## config.mk

```make
export PLATFORM = sky130hd
export DESIGN_NAME = multiword_add_sequencer
export DESIGN_NICKNAME = d
export VERILOG_FILES = /design/src/rtl/multiword_add_sequencer_pkg.sv /design/src/rtl/multiword_add_sequencer_counter.sv /design/src/rtl/multiword_add_sequencer_full_adder.sv /design/src/rtl/multiword_add_sequencer.sv
export SDC_FILE = /design/constraint.sdc
export NUM_CORES = 1
export LEC_CHECK = 0
export BUFFER_PORTS_ARGS = -buffer_cell sky130_fd_sc_hd__buf_2
export CAP_MARGIN = 40
export CORE_MARGIN = 3
export CORE_UTILIZATION = 40
export DETAILED_ROUTE_END_ITERATION = 10
export MAX_ROUTING_LAYER = met4
export PLACE_DENSITY_LB_ADDON = 0.2
export SYNTH_ARGS = -nofsm -noshare
export SYNTH_HDL_FRONTEND = slang
export SYNTH_HIERARCHICAL = 1
export SYNTH_SLANG_ARGS = --single-unit
```

## constraint.sdc

```tcl
create_clock -name Clock -period 3.05 [get_ports Clock]
set_input_delay 0.305 -clock Clock [delete_from_list [all_inputs] [get_ports Clock]]
set_output_delay 0.305 -clock Clock [all_outputs]
set_load 0.1 [all_outputs]
```

## src/rtl/multiword_add_sequencer_pkg.sv

```systemverilog
// Shared types and sizing helpers for the chunked multi-word adder sequencer.
package multiword_add_sequencer_pkg;

   // state | meaning
   // IDLE  | waiting for Start
   // RUN   | one chunk add per cycle, k = 0 .. NCHUNK-1
   // DONE  | Done pulse; Sum/Co final; Start accepted back-to-back
   typedef enum logic [1:0] {
      IDLE = 2'd0,
      RUN  = 2'd1,
      DONE = 2'd2
   } state_t;

   function automatic int nchunk(input int width, input int chunk);
      return width / chunk;
   endfunction

   function automatic int idx_width(input int n);
      return (n > 1) ? $clog2(n) : 1;
   endfunction

endpackage

```

## src/rtl/multiword_add_sequencer_counter.sv

```systemverilog
// Up-counter on the rising clock edge with synchronous reset and clear.
module UPCOUNTER_POSEDGE #(
   parameter int SIZE = 2
) (
   input  logic            clock,
   input  logic            reset,
   input  logic            clear,
   input  logic            enable,
   output logic [SIZE-1:0] count
);

   always_ff @(posedge clock) begin
      if (reset || clear) count <= '0;
      else if (enable)    count <= count + SIZE'(1);
   end

endmodule

```

## src/rtl/multiword_add_sequencer_full_adder.sv

```systemverilog
// SIZE-bit ripple adder slice; carry out returned on co[0].
module FULL_ADDER #(
   parameter int SIZE = 8
) (
   input  logic [SIZE-1:0] a,
   input  logic [SIZE-1:0] b,
   input  logic            ci,
   output logic [SIZE-1:0] s,
   output logic [0:0]      co
);

   assign {co, s} = {1'b0, a} + {1'b0, b} + {{SIZE{1'b0}}, ci};

endmodule

```

## src/rtl/multiword_add_sequencer.sv

```systemverilog
// WIDTH-bit add built from one CHUNK-bit adder stepped over NCHUNK cycles.
// Optional subtract mode is enabled by defining SUBTRACT_EN.
module multiword_add_sequencer
   import multiword_add_sequencer_pkg::*;
#(
   parameter int WIDTH = 32,
   parameter int CHUNK = 8
) (
   input  logic             Clock,
   input  logic             Reset,
   input  logic             Start,
   input  logic [WIDTH-1:0] A,
   input  logic [WIDTH-1:0] B,
   input  logic             Ci,
`ifdef SUBTRACT_EN
   input  logic             Sub,
`endif
   output logic             Busy,
   output logic             Done,
   output logic [WIDTH-1:0] Sum,
   output logic             Co
);

   localparam int NCHUNK = nchunk(WIDTH, CHUNK);
   localparam int IDXW   = idx_width(NCHUNK);
   localparam logic [IDXW-1:0] K_LAST = IDXW'(NCHUNK - 1);

   state_t            state, state_next;
   logic              load, step;
   logic [IDXW-1:0]   k;
   logic [WIDTH-1:0]  a_reg, b_reg;
   logic              carry;
   logic [CHUNK-1:0]  fa_s;
   logic [0:0]        fa_co;
   logic              sub_sel;

`ifdef SUBTRACT_EN
   assign sub_sel = Sub;
`else
   assign sub_sel = 1'b0;
`endif

   always_ff @(posedge Clock) begin
      if (Reset) state <= IDLE;
      else       state <= state_next;
   end

   always_comb begin
      state_next = state;
      load       = 1'b0;
      step       = 1'b0;
      case (state)
         IDLE: begin
            if (Start) begin
               load       = 1'b1;
               state_next = RUN;
            end
         end
         RUN: begin
            step = 1'b1;
            if (k == K_LAST) state_next = DONE;
         end
         DONE: begin
            if (Start) begin
               load       = 1'b1;
               state_next = RUN;
            end else begin
               state_next = IDLE;
            end
         end
         default: state_next = IDLE;
      endcase
   end

   assign Busy = (state == RUN);
   assign Done = (state == DONE);

   UPCOUNTER_POSEDGE #(.SIZE(IDXW)) u_chunk_idx (
      .clock  (Clock),
      .reset  (Reset),
      .clear  (load),
      .enable (step),
      .count  (k)
   );

   FULL_ADDER #(.SIZE(CHUNK)) u_adder (
      .a  (a_reg[k*CHUNK +: CHUNK]),
      .b  (b_reg[k*CHUNK +: CHUNK]),
      .ci (carry),
      .s  (fa_s),
      .co (fa_co)
   );

   // Subtract is A + ~B + 1: invert B at load and seed the carry with 1.
   always_ff @(posedge Clock) begin
      if (Reset) begin
         a_reg <= '0;
         b_reg <= '0;
         carry <= 1'b0;
         Sum   <= '0;
         Co    <= 1'b0;
      end else if (load) begin
         a_reg <= A;
         b_reg <= sub_sel ? ~B : B;
         carry <= sub_sel ? 1'b1 : Ci;
      end else if (step) begin
         Sum[k*CHUNK +: CHUNK] <= fa_s;
         carry                 <= fa_co[0];
         if (k == K_LAST) Co <= fa_co[0];
      end
   end

endmodule
```

# Word-level counts from Yosys, hierarchy flattened
# Index checks and enable logic that the tools add are counted.
dict set report word_totals {
  wordCells 38
  ff_bits 102
  out_inout_bits 35
  inputBits 68
}
dict set report op_classes {
  muxes 10
  reduce_logical 7
  shift 4
  add_sub_neg 4
  bitwise_logic 1
  eq_ne 5
}
# operator n
set ops {}
lappend ops {{variable part select 32 x 6 -> 8 bit} 2}
lappend ops {{negator 5 -> 34 bit} 1}
lappend ops {{variable shift 8 x 34 -> 32 bit, first input constant} 1}
lappend ops {{variable part select 8 x 34 -> 32 bit} 1}
lappend ops {{bitwise mux 32 bit} 1}
lappend ops {{adder 8 x 8 -> 9 bit} 1}
lappend ops {{adder 9 x 1 -> 9 bit} 1}
lappend ops {{two-way mux 1 bit} 6}
lappend ops {{case mux 2 bit (3 select lines)} 1}
lappend ops {{equality test 2 bit, second input constant} 2}
lappend ops {{two-way mux 2 bit} 2}
lappend ops {{AND reduction 2 bit} 2}
lappend ops {{AND reduction 3 bit} 1}
lappend ops {{adder 2 x 1 -> 2 bit, second input constant} 1}
lappend ops {{equality test 2 x 1 -> 1 bit, second input constant} 1}
lappend ops {{logical NOT 2 bit} 1}
lappend ops {{!= test 2 x 1 -> 1 bit, second input constant} 1}
lappend ops {{!= test 2 bit, second input constant} 1}
lappend ops {{nonzero test 2 bit} 1}
lappend ops {{OR reduction 2 bit} 1}
lappend ops {{logical OR 1 bit} 1}
lappend ops {{inverter 1 bit} 1}

# Logic depth before layout (Yosys ltp)
dict set report logic_depth {
  word_depth 5
  mapped_depth 11
  ltp_nobuf 9
}

# By module
# The synthesis kept the hierarchy.
# module instances area_per_inst_um2 cells_per_inst
set modules_own_cells {}
lappend modules_own_cells {multiword_add_sequencer 1 4081.4 471}
lappend modules_own_cells {FULL_ADDER 1 331.6 42}
lappend modules_own_cells {UPCOUNTER_POSEDGE 1 83.8 7}

# Worst setup path before layout
# No wires, ideal clock.
dict set report synth_path {
  kind {reg2reg}
  start {reg u_chunk_idx.count[0]}
  end {reg carry}
  path_slack_ns 0.120
  required_time_ns 2.918
  n_path_buf 1
  stages_incl_launch_ff 11
  setup_ns 0.132
  t_arrival_ns 2.798
  path_cell_list {dfxtp_1 buf_4 mux4_2 fa_1 fa_1 a21oi_1 nor2_1 nor2_1 o21ai_0 a22oi_1 a21oi_1}
}
dict set report synth_via {
  elab_chain_cells 5
}
# item line_no
set synth_lines {}
lappend synth_lines {{start, declared} multiword_add_sequencer_counter.sv:9} ;# output logic [SIZE-1:0] count
lappend synth_lines {{start signal, assigned} multiword_add_sequencer_counter.sv:14} ;# else if (enable) count <= count + SIZE'(1);
lappend synth_lines {{variable part select 32 x 6 -> 8 bit (on tied branches)} {multiword_add_sequencer.sv:87, multiword_add_sequencer.sv:88}}
lappend synth_lines {{adder 8 x 8 -> 9 bit *} multiword_add_sequencer_full_adder.sv:12} ;# assign {co, s} = {1'b0, a} + {1'b0, b} + {{SIZE{1'b0}}, ci};
lappend synth_lines {{adder 9 x 1 -> 9 bit *} multiword_add_sequencer_full_adder.sv:12}
lappend synth_lines {{net fa_co} multiword_add_sequencer.sv:34} ;# logic [0:0] fa_co;
lappend synth_lines {{two-way mux 1 bit *} multiword_add_sequencer.sv:106} ;# end else if (step) begin
lappend synth_lines {{two-way mux 1 bit *} multiword_add_sequencer.sv:102} ;# end else if (load) begin
lappend synth_lines {{end signal, assigned} multiword_add_sequencer.sv:105} ;# carry <= sub_sel ? 1'b1 : Ci;
lappend synth_lines {{end signal, assigned} multiword_add_sequencer.sv:108} ;# carry <= fa_co[0];
lappend synth_lines {{end, declared} multiword_add_sequencer.sv:32} ;# logic carry;
# Mark *: on every way through the listed nets, which the timed path passes. The rest lies on a longest branch. The select of a mux whose other input is x is not followed.
# A chain may end at the register's enable or synchronous reset.

# Worst setup path in the final report
# Ends and elaborated chain as after synthesis.

==> impl_metrics.env <==
export IMPL_skew_ps=9.91
export IMPL_worstReg2RegStart="u_chunk_idx/count[0]$_SDFFE_PP0P_"
export IMPL_via_per_inst=5.12
export IMPL_avgSynthCellArea_um2=8.65
export IMPL_syn_to_final_growth_pct=21.3
export IMPL_rr_worst_depth=9
export IMPL_num_antenna_cells=0
export IMPL_hold_viol=0
export IMPL_cts_root_buf="clkbuf_16"
export IMPL_min_period_over_period_pct=96.4
export IMPL_drive_above_1_share_pct=24.0
export IMPL_crit_path_start_kind="register"
export IMPL_first_iter_violations=208
export IMPL_finalSetupViolations=0
export IMPL_worstSkewPairLatency_ps=340
export IMPL_yosysWarnings=6
export IMPL_hold_path_end="b_reg[30]$_SDFFE_PP0P_"
export IMPL_die_y_um=112
export IMPL_synth_edff_count=0
export IMPL_ys_types=38
export IMPL_r2r_slack_ps=110
export IMPL_fin_crit_ps=2940
export IMPL_max_clock_path_buffers=2
export IMPL_dp_cells=740
export IMPL_cts_htree_levels=3
export IMPL_die_w_um=112
export IMPL_fmax_mhz=340
export IMPL_async_flop_share_pct=0
export IMPL_seq_area_frac_synth_pct=45.4
export IMPL_antenna_found_initial=0
export IMPL_place_congestion=0.841
export IMPL_crit_chain="mux4_2, fa_1, fa_1, a21oi_1, nor2_1, nor2_1, o21ai_0, a22oi_1, a21oi_1"
export IMPL_grt_max_degree=67
export IMPL_grt_pass1_vias=3693
export IMPL_nets=693
export IMPL_rsz0062_at_grt="true"
export IMPL_grtUsageTotal_pct=18.8
export IMPL_num_rows=38
export IMPL_worstPathArrival_ps=3140
export IMPL_hp_start="B[30]"
export IMPL_status="finished, final reports clean"
export IMPL_use_met3_pct=2.59
export IMPL_drv_cap=0
export IMPL_cts_made_buffers=9
export IMPL_cp_max_fo=4
export IMPL_grt_pass1_wl_um=18600
export IMPL_grt_busiest_layer="met2"
export IMPL_pwr_density_cell_mw_per_mm2=563
export IMPL_fin_cells=756
export IMPL_routedWlPerCell_um=15.2
export IMPL_port_buffers=102
export IMPL_worstSetupPathType="register to register"
export IMPL_relSlewSlack_pct=55.7
export IMPL_clk_pin_slew_ps=70
export IMPL_synth_fp_nets=602
export IMPL_fp_coreArea_mm2=0.0109
export IMPL_worstMarginPinSlew_ps=665
export IMPL_critPathRequiredTime_ps=3250
export IMPL_worstSetupEndpointType="register"
export IMPL_n_fill_cell=1093
export IMPL_drc_errors=0
export IMPL_dpl_hpwl_um=8340
export IMPL_crit_slowest_cell="mux4_2"
export IMPL_r2r_end="carry$_SDFFE_PP0P_"
export IMPL_first_pass_iters=5
export IMPL_vdd_drop_max_mv=0.329
export IMPL_cts_post_setup_buffers_inserted=0
export IMPL_syn_area_mm2=0.00450
export IMPL_io_pins=103
export IMPL_vias=3873
export IMPL_grt_util_met2_pct=29.2
export IMPL_grt_util_met1_pct=25.3
export IMPL_max_stage_delay_ps=570
export IMPL_cts_num_sinks=102
export IMPL_leakagePower_uw=0.00227
export IMPL_die_area_mm2=0.0126
export IMPL_synth_ff_type="dfxtp_1"
export IMPL_tritoncts="done"
export IMPL_hp_class="input pin to register"
export IMPL_start_util_pct=41.1
export IMPL_whs_ps=195
export IMPL_holdPathStages=3
export IMPL_grt_overflow_total=0
export IMPL_netlist_instances=520
export IMPL_slew_violations=0
export IMPL_wirelength_um=11500
export IMPL_ys_ff_latch=102
export IMPL_drtAntennaViolNets=0
==> worst max-delay path: cells and delay by family, from the launching register on <==
kind,cells,cell delay (ps)
mux,1,570
flops,1,440
compound gates,4,650
fa+ha+maj,2,880
simple gates,2,250
==> cells in the mapped netlist (2+ instances only) <==
cell type	count	area share [%]
mux4_2	8	4.0
nor4b_4	2	1.1
buf_1	3	0.25
nor2b_1	4	0.56
a21oi_1	104	12
fa_1	2	0.89
clkbuf_1	13	1.1
nand2b_1	2	0.28
inv_2	2	0.17
and3b_1	4	0.78
buf_2	16	1.8
mux4_1	8	4.7
a311o_1	2	0.45
xnor2_1	3	0.58
nor2_1	3	0.25
nand2_1	165	14
nand3_1	34	3.8
inv_1	4	0.33
a21o_1	2	0.33
nand3b_1	6	1.0
dfxtp_1	102	45
xor2_1	2	0.39
ha_1	12	3.3
nor3_1	3	0.33
==> cell families after synthesis <==
logic type	count (synthesis)	synth area share, %
mux	17	8.90
fa+ha+maj	14	4.23
flops	102	45.4
simple gates	226	22.6
xor+xnor	5	0.974
compound gates	115	13.7
buf+inv	41	4.15
==> power by group <==
group	switching [uW]	internal, uW
Clock	527	650
Combinational	299	170
Sequential	35.7	1390
==> worst max path at each step <==
stage | startpoint | endpoint | slack [ps] | cells past startpoint
2_1_floorplan | u_chunk_idx/count[0]$_SDFFE_PP0P_ | carry$_SDFFE_PP0P_ | 120 | 10
3_3_place_gp | u_chunk_idx/count[0]$_SDFFE_PP0P_ | Sum[30]$_SDFFE_PP0P_ | 180 | 9
3_5_place_dp | u_chunk_idx/count[0]$_SDFFE_PP0P_ | Sum[30]$_SDFFE_PP0P_ | 140 | 9
4_1_cts | u_chunk_idx/count[0]$_SDFFE_PP0P_ | Sum[30]$_SDFFE_PP0P_ | 90 | 9
5_1_grt | u_chunk_idx/count[0]$_SDFFE_PP0P_ | carry$_SDFFE_PP0P_ | -20 | 9
6_report | u_chunk_idx/count[0]$_SDFFE_PP0P_ | carry$_SDFFE_PP0P_ | 110 | 9
==> per-stage QoR <==
stage	util [%]	power [uW]	instance area, um^2	setup WS (ps)	setup TNS (ps)
after floorplan	-	1770	4500	120	0
after global placement	46.7	1910	5110	178	0
after detailed placement	46.9	1930	5130	144	0
after CTS	49.7	3090	5440	88.6	0
after global routing	49.9	3200	5450	-19.0	-19.0
final	49.9	3070	5450	110	0
==> cell type report <==
type | count | area, um^2 | area share (%)
clock buffer | 9 | 225 | 4.13
clock inverter | 7 | 80.1 | 1.47
inverter | 6 | 22.5 | 0.413
multi-input combinational | 377 | 2280 | 41.9
sequential | 102 | 2040 | 37.4
tap | 140 | 175 | 3.21
timing repair buffer | 115 | 624 | 11.5
==> timing repair <==
item,in CTS,in global routing
endpoints found under the setup margin,0,10
gates resized for setup,0,4
hold buffers,0,0
hold endpoints to repair,0,0
==> routing by layer <==
layer | share of wire [%] | vias up | wire length, um
met1 | 46 | 1771 | 5260
met4 | 1.9 | 0 | 214
li1 | - | 1973 | -
met5 | 0 | - | 0
met2 | 47 | 112 | 5410
met3 | 5.4 | 17 | 617
==> placed cells by master, fill, tap and decap left out, drive strengths merged, types with 2 or more instances in the layout <==
master / instances
nor2: 3
nand3b: 6
a21oi: 104
nand3: 34
and3b: 4
nor4b: 2
nand2b: 2
mux4: 16
nor3: 3
nand2: 165
buf: 115
nor2b: 4
clkbuf: 9
xor2: 2
inv: 10
a21o: 2
xnor2: 3
ha: 12
dfxtp: 102
fa: 2
a311o: 2
(Power assumes the default switching activity.)
